<file path="config.mk">
export PLATFORM = sky130hd
export DESIGN_NAME = router_ingress_merge
export DESIGN_NICKNAME = d
export VERILOG_FILES = /design/src/rtl/noc_pkg.sv /design/src/rtl/ingress_fifo.sv /design/src/rtl/router_ingress_merge.sv
export SDC_FILE = /design/constraint.sdc
export NUM_CORES = 1
export LEC_CHECK = 0
export ABC_AREA = 1
export CAP_MARGIN = 20
export CORE_MARGIN = 2
export CORE_UTILIZATION = 60
export CTS_BUF_LIST = sky130_fd_sc_hd__clkbuf_4 sky130_fd_sc_hd__clkbuf_8
export DETAILED_ROUTE_END_ITERATION = 7
export DONT_BUFFER_PORTS = 1
export PLACE_DENSITY = 0.87
export SLEW_MARGIN = 10
export SYNTH_ARGS = -nofsm -noshare
export SYNTH_HDL_FRONTEND = slang
export SYNTH_SLANG_ARGS = --single-unit
</file>
<file path="constraint.sdc">
create_clock -name clk -period 4.85 [get_ports clk]
set_input_delay 0.97 -clock clk [delete_from_list [all_inputs] [get_ports clk]]
set_output_delay 0.97 -clock clk [all_outputs]
set_load 0.005 [all_outputs]
</file>
<file path="src/rtl/noc_pkg.sv">
// noc_pkg: shared widths, source encoding and sizing helper for the ingress merge
package noc_pkg;

    localparam int NOC_DATA_WIDTH = 16;

    typedef enum logic {
        SRC_IN0 = 1'b0,
        SRC_IN1 = 1'b1
    } src_e;

    function automatic int level_w(input int depth);
        return $clog2(depth) + 1;
    endfunction

endpackage

</file>
<file path="src/rtl/ingress_fifo.sv">
// ingress_fifo: small FIFO that accepts a write while full if a read frees a slot in the same cycle
module ingress_fifo
    import noc_pkg::*;
#(
    parameter int DATA_WIDTH = NOC_DATA_WIDTH,
    parameter int DEPTH      = 4
) (
    input  logic                        clk,
    input  logic                        rst_n,
    input  logic                        wr_en_i,
    input  logic [DATA_WIDTH-1:0]       wr_data_i,
    input  logic                        rd_en_i,
    output logic [DATA_WIDTH-1:0]       rd_data_o,
    output logic                        full_o,
    output logic                        empty_o,
    output logic [level_w(DEPTH)-1:0]   level_o
);

    localparam int AW = $clog2(DEPTH);

    logic [AW:0]           wr_ptr_q, wr_ptr_d, rd_ptr_q, rd_ptr_d;
    logic                  do_wr, do_rd;
    logic [DATA_WIDTH-1:0] mem_q [DEPTH];

    assign empty_o   = wr_ptr_q == rd_ptr_q;
    assign full_o    = (wr_ptr_q[AW] != rd_ptr_q[AW]) && (wr_ptr_q[AW-1:0] == rd_ptr_q[AW-1:0]);
    assign level_o   = wr_ptr_q - rd_ptr_q;
    assign rd_data_o = mem_q[rd_ptr_q[AW-1:0]];

    // A pop frees the slot the write lands in, so full only blocks writes without a pop
    always_comb begin
        do_rd    = rd_en_i && !empty_o;
        do_wr    = wr_en_i && (!full_o || do_rd);
        wr_ptr_d = wr_ptr_q + (AW+1)'(do_wr);
        rd_ptr_d = rd_ptr_q + (AW+1)'(do_rd);
    end

    // Pointer registers; reset empties the FIFO
    always_ff @(posedge clk or negedge rst_n) begin
        if (!rst_n) begin
            wr_ptr_q <= '0;
            rd_ptr_q <= '0;
        end else begin
            wr_ptr_q <= wr_ptr_d;
            rd_ptr_q <= rd_ptr_d;
        end
    end

    // Storage array needs no reset: pointers define what is valid
    always_ff @(posedge clk) begin
        if (do_wr) mem_q[wr_ptr_q[AW-1:0]] <= wr_data_i;
    end

endmodule

</file>
<file path="src/rtl/router_ingress_merge.sv">
// router_ingress_merge: buffers two backpressure-free router streams and round-robin merges them into one valid/ready port
module router_ingress_merge
    import noc_pkg::*;
#(
    parameter int DATA_WIDTH = NOC_DATA_WIDTH,
    parameter int DEPTH      = 4,
    parameter int CNT_WIDTH  = 8
) (
    input  logic                        clk,
    input  logic                        rst_n,
    input  logic [DATA_WIDTH-1:0]       in0_data_i,
    input  logic                        in0_enable_i,
    input  logic [DATA_WIDTH-1:0]       in1_data_i,
    input  logic                        in1_enable_i,
    output logic [DATA_WIDTH-1:0]       out_data_o,
    output logic                        out_valid_o,
    output logic                        out_src_o,
    input  logic                        out_ready_i,
    output logic [1:0]                  overflow_o,
    output logic [CNT_WIDTH-1:0]        drop_cnt0_o,
    output logic [CNT_WIDTH-1:0]        drop_cnt1_o,
    output logic [level_w(DEPTH)-1:0]   level0_o,
    output logic [level_w(DEPTH)-1:0]   level1_o,
    input  logic                        clear_i
);

    logic [DATA_WIDTH-1:0] rd0, rd1, out_data_q, out_data_d;
    logic                  full0, full1, empty0, empty1;
    logic                  load, grant1, pop0, pop1, tie;
    logic                  out_valid_q, out_valid_d;
    src_e                  out_src_q, out_src_d, rr_last_q, rr_last_d;
    logic [1:0]            drop, ovf_q, ovf_d;
    logic [CNT_WIDTH-1:0]  cnt_q [2];
    logic [CNT_WIDTH-1:0]  cnt_d [2];

    ingress_fifo #(.DATA_WIDTH(DATA_WIDTH), .DEPTH(DEPTH)) u_fifo0 (
        .clk       (clk),
        .rst_n     (rst_n),
        .wr_en_i   (in0_enable_i),
        .wr_data_i (in0_data_i),
        .rd_en_i   (pop0),
        .rd_data_o (rd0),
        .full_o    (full0),
        .empty_o   (empty0),
        .level_o   (level0_o)
    );

    ingress_fifo #(.DATA_WIDTH(DATA_WIDTH), .DEPTH(DEPTH)) u_fifo1 (
        .clk       (clk),
        .rst_n     (rst_n),
        .wr_en_i   (in1_enable_i),
        .wr_data_i (in1_data_i),
        .rd_en_i   (pop1),
        .rd_data_o (rd1),
        .full_o    (full1),
        .empty_o   (empty1),
        .level_o   (level1_o)
    );

    // Arbitrate when the output register is free; rr_last only moves on a real contest
    always_comb begin
        load        = !out_valid_q || out_ready_i;
        tie         = !empty0 && !empty1;
        grant1      = !empty1 && (empty0 || rr_last_q == SRC_IN0);
        pop0        = load && !empty0 && !grant1;
        pop1        = load && grant1;
        rr_last_d   = (load && tie) ? (grant1 ? SRC_IN1 : SRC_IN0) : rr_last_q;
        out_valid_d = load ? (!empty0 || !empty1) : out_valid_q;
        out_data_d  = (pop0 || pop1) ? (grant1 ? rd1 : rd0) : out_data_q;
        out_src_d   = pop1 ? SRC_IN1 : pop0 ? SRC_IN0 : out_src_q;
    end

    // Drops happen only when full with no pop; clear still records a same-cycle drop
    always_comb begin
        drop[0] = in0_enable_i && full0 && !pop0;
        drop[1] = in1_enable_i && full1 && !pop1;
        ovf_d   = clear_i ? drop : (ovf_q | drop);
        for (int i = 0; i < 2; i++)
            cnt_d[i] = clear_i ? CNT_WIDTH'(drop[i]) :
                       (drop[i] && !(&cnt_q[i])) ? cnt_q[i] + CNT_WIDTH'(1) : cnt_q[i];
    end

    // Output register, arbiter history and drop statistics
    always_ff @(posedge clk or negedge rst_n) begin
        if (!rst_n) begin
            out_valid_q <= 1'b0;
            out_data_q  <= '0;
            out_src_q   <= SRC_IN0;
            rr_last_q   <= SRC_IN1;
            ovf_q       <= '0;
            cnt_q       <= '{default: '0};
        end else begin
            out_valid_q <= out_valid_d;
            out_data_q  <= out_data_d;
            out_src_q   <= out_src_d;
            rr_last_q   <= rr_last_d;
            ovf_q       <= ovf_d;
            cnt_q       <= cnt_d;
        end
    end

    assign out_valid_o = out_valid_q;
    assign out_data_o  = out_data_q;
    assign out_src_o   = out_src_q;
    assign overflow_o  = ovf_q;
    assign drop_cnt0_o = cnt_q[0];
    assign drop_cnt1_o = cnt_q[1];

endmodule

</file>
== Word-level counts from Yosys, hierarchy flattened ==
Memory sizes are Yosys's and may differ from the RTL's.
Cells that the tools add are included.
Storage, ports and cells
  output and inout port bits: 42
  memories: 2
  flip-flop bits (word level): 49
  bits of input ports: 38
  bits in writable memories: 128
  word-level logic and storage cells: 81
Memories
  u_fifo0.mem_q: depth 4, bits a word 16, rd ports 1, clocked after Yosys merged registers in 0, write ports 1, line ingress_fifo.sv:23  | logic [DATA_WIDTH-1:0] mem_q [DEPTH];
  u_fifo1.mem_q: depth 4, bits a word 16, rd ports 1, clocked after Yosys merged registers in 0, write ports 1, line ingress_fifo.sv:23
Cells by class
  equal/unequal tests: 6
  add/sub/neg operators: 8
  reduce and logical (&&, ||, !) cells: 39
  bitwise gates (word level): 2
  mux-type cells: 13
Operator list (number)
  $mux W8: 4
  $logic_and A1 B1 Y1: 18
  $add A8 B1 Y8 const B: 2
  $mux W16: 1
  $reduce_and A8 Y1: 2
  $add A3 B1 Y3: 4
  $logic_not A1 Y1: 10
  $mux W1: 7
  $eq A3 B3 Y1: 2
  $logic_or A1 B1 Y1: 6
  $reduce_bool A2 Y1: 3
  $sub A3 B3 Y3: 2
  $eq A2 B2 Y1: 2
  $mux W2: 1
  $ne A1 B1 Y1: 2
  $or A2 B2 Y2: 1
  $not A1 Y1: 1

== Longest topological paths before layout ==
  depth after elaboration: 10
  mapped depth: 16
  depth with buffers taken out: 14

== Hierarchy ==
A second synthesis with hierarchy kept.
Unflattened totals
  cells, all modules: 674
  area, all modules: 8051.5 sq um
Modules (own cells, without submodules)
  ingress_fifo: sequential area each 2072.0 sq um, cells each 196, area each 2905.3 sq um, times used 2
  router_ingress_merge: sequential area each 927.1 sq um, cells each 282, area each 2240.9 sq um, times used 1

== Worst setup path before layout ==
OpenSTA, ideal clock, no wires.
  path kind: flip-flop to flip-flop
  start point: register u_fifo0.rd_ptr_q[1]
  end point: memory u_fifo0.mem_q[2][0] in the netlist's numbering, enable pin
  buffers on the path: 2
  data required time: 4.441 ns
  setup time: 0.409 ns
  period minus slack after synthesis: 3.378 ns
  arrival time: 2.969 ns
  stages on the path, launching flop included: 14
  slack: 1.472 ns
  cells stage by stage: dfrtp_1 buf_2 clkinv_1 buf_2 ha_1 nand2_1 inv_2 nand3_1 nand2_2 nand2_4 nand2_8 nand2_1 nand2_1 nor3_1
On the way
  longest elaborated chain between the ends: 10
  elaborated cells on any way between the ends: 15
  those cells by class: 2 x eq/ne; 2 x mux; 11 x reduce/logical
RTL lines
  start, declared: line ingress_fifo.sv:21  | logic [AW:0] wr_ptr_q, wr_ptr_d, rd_ptr_q, rd_ptr_d;
  start signal, assigned: line ingress_fifo.sv:45  | rd_ptr_q <= rd_ptr_d;
  $eq A3 B3 Y1: line ingress_fifo.sv:25  | assign empty_o = wr_ptr_q == rd_ptr_q;
  $logic_or A1 B1 Y1: line router_ingress_merge.sv:64  | grant1 = !empty1 && (empty0 || rr_last_q == SRC_IN0);
  $logic_and A1 B1 Y1: line router_ingress_merge.sv:64
  $logic_not A1 Y1: line router_ingress_merge.sv:65  | pop0 = load && !empty0 && !grant1;
  $logic_and A1 B1 Y1: line router_ingress_merge.sv:65
  $logic_and A1 B1 Y1: line ingress_fifo.sv:32  | do_rd = rd_en_i && !empty_o;
  $logic_or A1 B1 Y1 (*): line ingress_fifo.sv:33  | do_wr = wr_en_i && (!full_o || do_rd);
  $logic_and A1 B1 Y1 (*): line ingress_fifo.sv:33
  $mux W1 (*): line ingress_fifo.sv:51  | if (do_wr) mem_q[wr_ptr_q[AW-1:0]] <= wr_data_i;
  $mux W1 (implied by the code) (*): line ingress_fifo.sv:51
  end, declared: line ingress_fifo.sv:23
Mark *: on every way between the ends. The rest lies on a longest branch, timed or not.

== Worst setup path in the final report ==
  start point: register u_fifo0.rd_ptr_q[1]
  end point: register u_fifo0.wr_ptr_q[2]
On the way
  longest elaborated chain between the ends: 9
  elaborated cells on any way between the ends: 14
  those cells by class: 1 x add/sub; 2 x eq/ne; 11 x reduce/logical
RTL lines
  $eq A3 B3 Y1: line ingress_fifo.sv:25
  $logic_or A1 B1 Y1: line router_ingress_merge.sv:64
  $logic_and A1 B1 Y1: line router_ingress_merge.sv:64
  $logic_not A1 Y1: line router_ingress_merge.sv:65
  $logic_and A1 B1 Y1: line router_ingress_merge.sv:65
  $logic_and A1 B1 Y1: line ingress_fifo.sv:32
  $logic_or A1 B1 Y1 (*): line ingress_fifo.sv:33
  $logic_and A1 B1 Y1 (*): line ingress_fifo.sv:33
  $add A3 B1 Y3 (*): line ingress_fifo.sv:34  | wr_ptr_d = wr_ptr_q + (AW+1)'(do_wr);
  net u_fifo0.wr_ptr_d[2]: line ingress_fifo.sv:21
  end signal, assigned: line ingress_fifo.sv:44  | wr_ptr_q <= wr_ptr_d;
  end, declared: line ingress_fifo.sv:21
The timed path passes the listed nets; every way through them passes the cells marked *.
A chain may end at the register's enable or synchronous reset.

==> results.ini <==
[timing]
skew_ps = 13.6
fin_crit_ps = 3630
relSlewSlack_pct = 35.4
post-route-period-util_pct = 74.8
setup_violations = 0
hold_viol = 0
tightestPinTransition_ps = 968
worst_slack_ps = 1220
slew_viol_final = 0
setup_tns_ps = 0
rsz0062_at_grt = no
clock.fmax_ghz = 0.276

[worst_setup_path]
criticalPathCategory = register to register
rrSetupSlack_ps = 1220
path_cells = clkinv_1 -> ha_1 -> nand2_1 -> inv_2 -> nand3_1 -> nand2_2 -> nand2_4 -> nand2_8 -> nand2_1 -> nand2_1 -> inv_1 -> ha_1 -> ha_1 -> xor2_1
worstSetupStartpointType = register
crit_cells = 14
crit_family = simple AND/OR/NAND/NOR gates
crit_path_end_kind = register
cpPeakStageDelay_ps = 740
crit_required_ps = 5190
cp.arrival_ps = 3970
cp_slowest_cell = dfrtp_1
path_max_fanout = 34
worst-path-buf-inv = 3
r2r_cells = 14

[yosys]
synth_top_family_by_area = simple AND/OR/NAND/NOR gates
synth-async-reset-ratio_pct = 27.7
synthSimpleGateAreaFrac_pct = 20.3
syn_inst = 683
netlist_area_um2 = 7650
synth_seq_cells = 177
synth.distinct_cells = 34
synth_compound_area_share_pct = 5.51
syn_nets = 737
synthAdderAreaFrac_pct = 2.81
synth_xor_area_share_pct = 1.49
avgSynthCellArea_um2 = 11.2
synth_enable_flop_cells = 128
synthFlopType = edfxtp_1
synth_seq_area_share_pct = 66.3
synthMuxAreaShare_pct = 0
ys_warn_count = 0

[place]
place_congestion = 0.831
portBuffers = 0
dpl-instance-area_um2 = 7840
hpwlAfterDp_um = 10700
preCtsSetupSlack_ps = 1270

[floorplanning]
rows = 41
die_h_um = 117
core_area_um2 = 12500
pin_count = 80
die_w_um = 117
initial_core_util_pct = 61.1
design.die.area_um2 = 13700

[clocking]
cts_resized = 0
clk_pin_slew_ps = 90
htreeDepth = 4
post_cts_buffers = 0
root_buffer = clkbuf_8
clock_sinks = 177
cts_tree = yes
cts_made_buffers = 17
clock_latency_ps = 470
clockBufferDepth = 2
hold_buffers = 0

[final_layout]
fillers = 899
final_cell_area_um2 = 8240
final_util_pct = 65.8
layout-drive-gt1-share_pct = 12.6
nets = 740
num_antenna_cells = 0
syn_to_final_growth_pct = 7.70

[routing]
post-route-drc-count = 0
viasPerCell = 5.66
vias = 4930
drt_first_pass_iters = 5
wl_um = 15700
first_iter_violations = 361
wl_per_cell_um = 18.0
antenna_left = 0

[power]
powerDensity_nw_per_um2 = 676
p_leak_nw = 3.26
ir_worst_vdd_uv = 289

[run]
max-cap-violations = 0

[outcome]
status = finished, final reports clean

[global_route]
grt_pass1_vias = 4971
track_usage_pct = 24.2
antenna_found_initial = 0
grt_pass1_wl_um = 24300
grt_max_degree = 50
gr-total-overflow = 0

[worst_hold_path]
min_path_type = primary input to asynchronous set/reset pin

worst paths after layout:
path                                      from                   to
hold / removal                           rst_n       drop_cnt1_o[1]
setup reg to reg           u_fifo0.rd_ptr_q[1]  u_fifo0.wr_ptr_q[2]
max in group asynchronous                rst_n            rr_last_q
setup / recovery           u_fifo0.rd_ptr_q[1]  u_fifo0.wr_ptr_q[2]
min in group clk           u_fifo1.wr_ptr_q[2]  u_fifo1.wr_ptr_q[2]
hold reg to reg            u_fifo1.wr_ptr_q[2]  u_fifo1.wr_ptr_q[2]
final cells by class:
class | count | area [um^2] | area share [%]
Sequential cell | 177 | 5070 | 61.5
Clock buffer | 20 | 269 | 3.26
Timing Repair Buffer | 12 | 90.1 | 1.09
Inverter | 36 | 140 | 1.70
Tap cell | 172 | 215 | 2.61
Multi-Input combinational cell | 442 | 2320 | 28.2
Clock inverter | 12 | 135 | 1.64
power breakdown:
part	switching, W	leakage (nW)	internal [W]
Combinational	0.00155	1.28	0.000698
Clock	0.000514	0.194	0.000491
Sequential	0.000245	1.79	0.00207
metal layers:
layer / track usage [%] / share of wire (%) / vias to the layer above
met5: 0 / 0 / -
met4: 9.57 / 3.1 / 0
met3: 8.96 / 9.4 / 41
met2: 42.0 / 51 / 220
met1: 27.2 / 36 / 2347
li1: - / - / 2322
worst reg2reg max path, stage by stage (launching register included):
cell and delay [ps]:
dfrtp_1 740, clkinv_1 590, ha_1 480, nand2_1 60, inv_2 90, nand3_1 90, nand2_2 120, nand2_4 250
nand2_8 200, nand2_1 70, nand2_1 220, inv_1 70, ha_1 180, ha_1 190, xor2_1 170
synth_stat cells, types with 3 or more instances:
| cell type | n | area share [%] |
|---|---|---|
| nand2_1 | 144 | 7.1 |
| ha_1 | 14 | 2.3 |
| inv_1 | 32 | 1.6 |
| nor3_1 | 7 | 0.46 |
| a21oi_1 | 19 | 1.2 |
| xor2_1 | 10 | 1.1 |
| nor2_1 | 86 | 4.2 |
| o21ai_0 | 35 | 2.3 |
| nand2_4 | 3 | 0.44 |
| o21ai_1 | 6 | 0.39 |
| nand3_1 | 74 | 4.8 |
| nand3_4 | 4 | 0.92 |
| buf_2 | 10 | 0.65 |
| o21ai_2 | 10 | 1.1 |
| dfrtp_1 | 48 | 16 |
| nand2_2 | 14 | 1.1 |
| edfxtp_1 | 128 | 50 |
| clkbuf_1 | 15 | 0.74 |
| xnor2_1 | 3 | 0.34 |
flip-flops by register name (all words and copies together) (netlist names):
name	count
u_fifo1.rd_ptr_q	3
out_valid_o	1
drop_cnt1_o	8
u_fifo1.wr_ptr_q	3
out_src_o	1
overflow_o	2
drop_cnt0_o	8
out_data_o	16
u_fifo1.mem_q	64
rr_last_q	1
u_fifo0.rd_ptr_q	3
u_fifo0.mem_q	64
u_fifo0.wr_ptr_q	3
kinds of logic (layout without fill, tap and decap cells):
family | after synthesis | count (layout)
flip-flops | 177 | 177
AO/OA/AOI/OAI | 73 | 73
AND/OR/NAND/NOR | 340 | 340
buffers and inverters | 64 | 80
adder cells (fa/ha/maj) | 16 | 16
XOR/XNOR | 13 | 13
layout by cell type, fill, tap and decap left out, types with 3 or more instances in the layout:
| cell type | instances |
|---|---|
| nand2_1 | 144 |
| edfxtp_1 | 128 |
| nor2_1 | 86 |
| nand3_1 | 74 |
| dfrtp_1 | 48 |
| o21ai_0 | 35 |
| inv_1 | 32 |
| a21oi_1 | 19 |
| clkbuf_8 | 19 |
| nand2_2 | 14 |
| ha_1 | 14 |
| buf_4 | 12 |
| xor2_1 | 10 |
| o21ai_2 | 10 |
| o21ai_1 | 6 |
| nand3_4 | 4 |
| nor3_2 | 4 |
| clkinv_4 | 4 |
| clkinvlp_4 | 4 |
| nand2_4 | 3 |
| xnor2_1 | 3 |
| nor3_1 | 3 |
through the flow:
step	hold WS (ps)	instances	power, W
final	184	871	0.00557
after global routing	156	871	0.00595
after CTS	162	871	0.00558
after detailed placement	483	839	0.00457
after global placement	482	839	0.00444
after floorplan	463	683	0.00405
No activity file was read; power rests on OpenSTA's default activity.
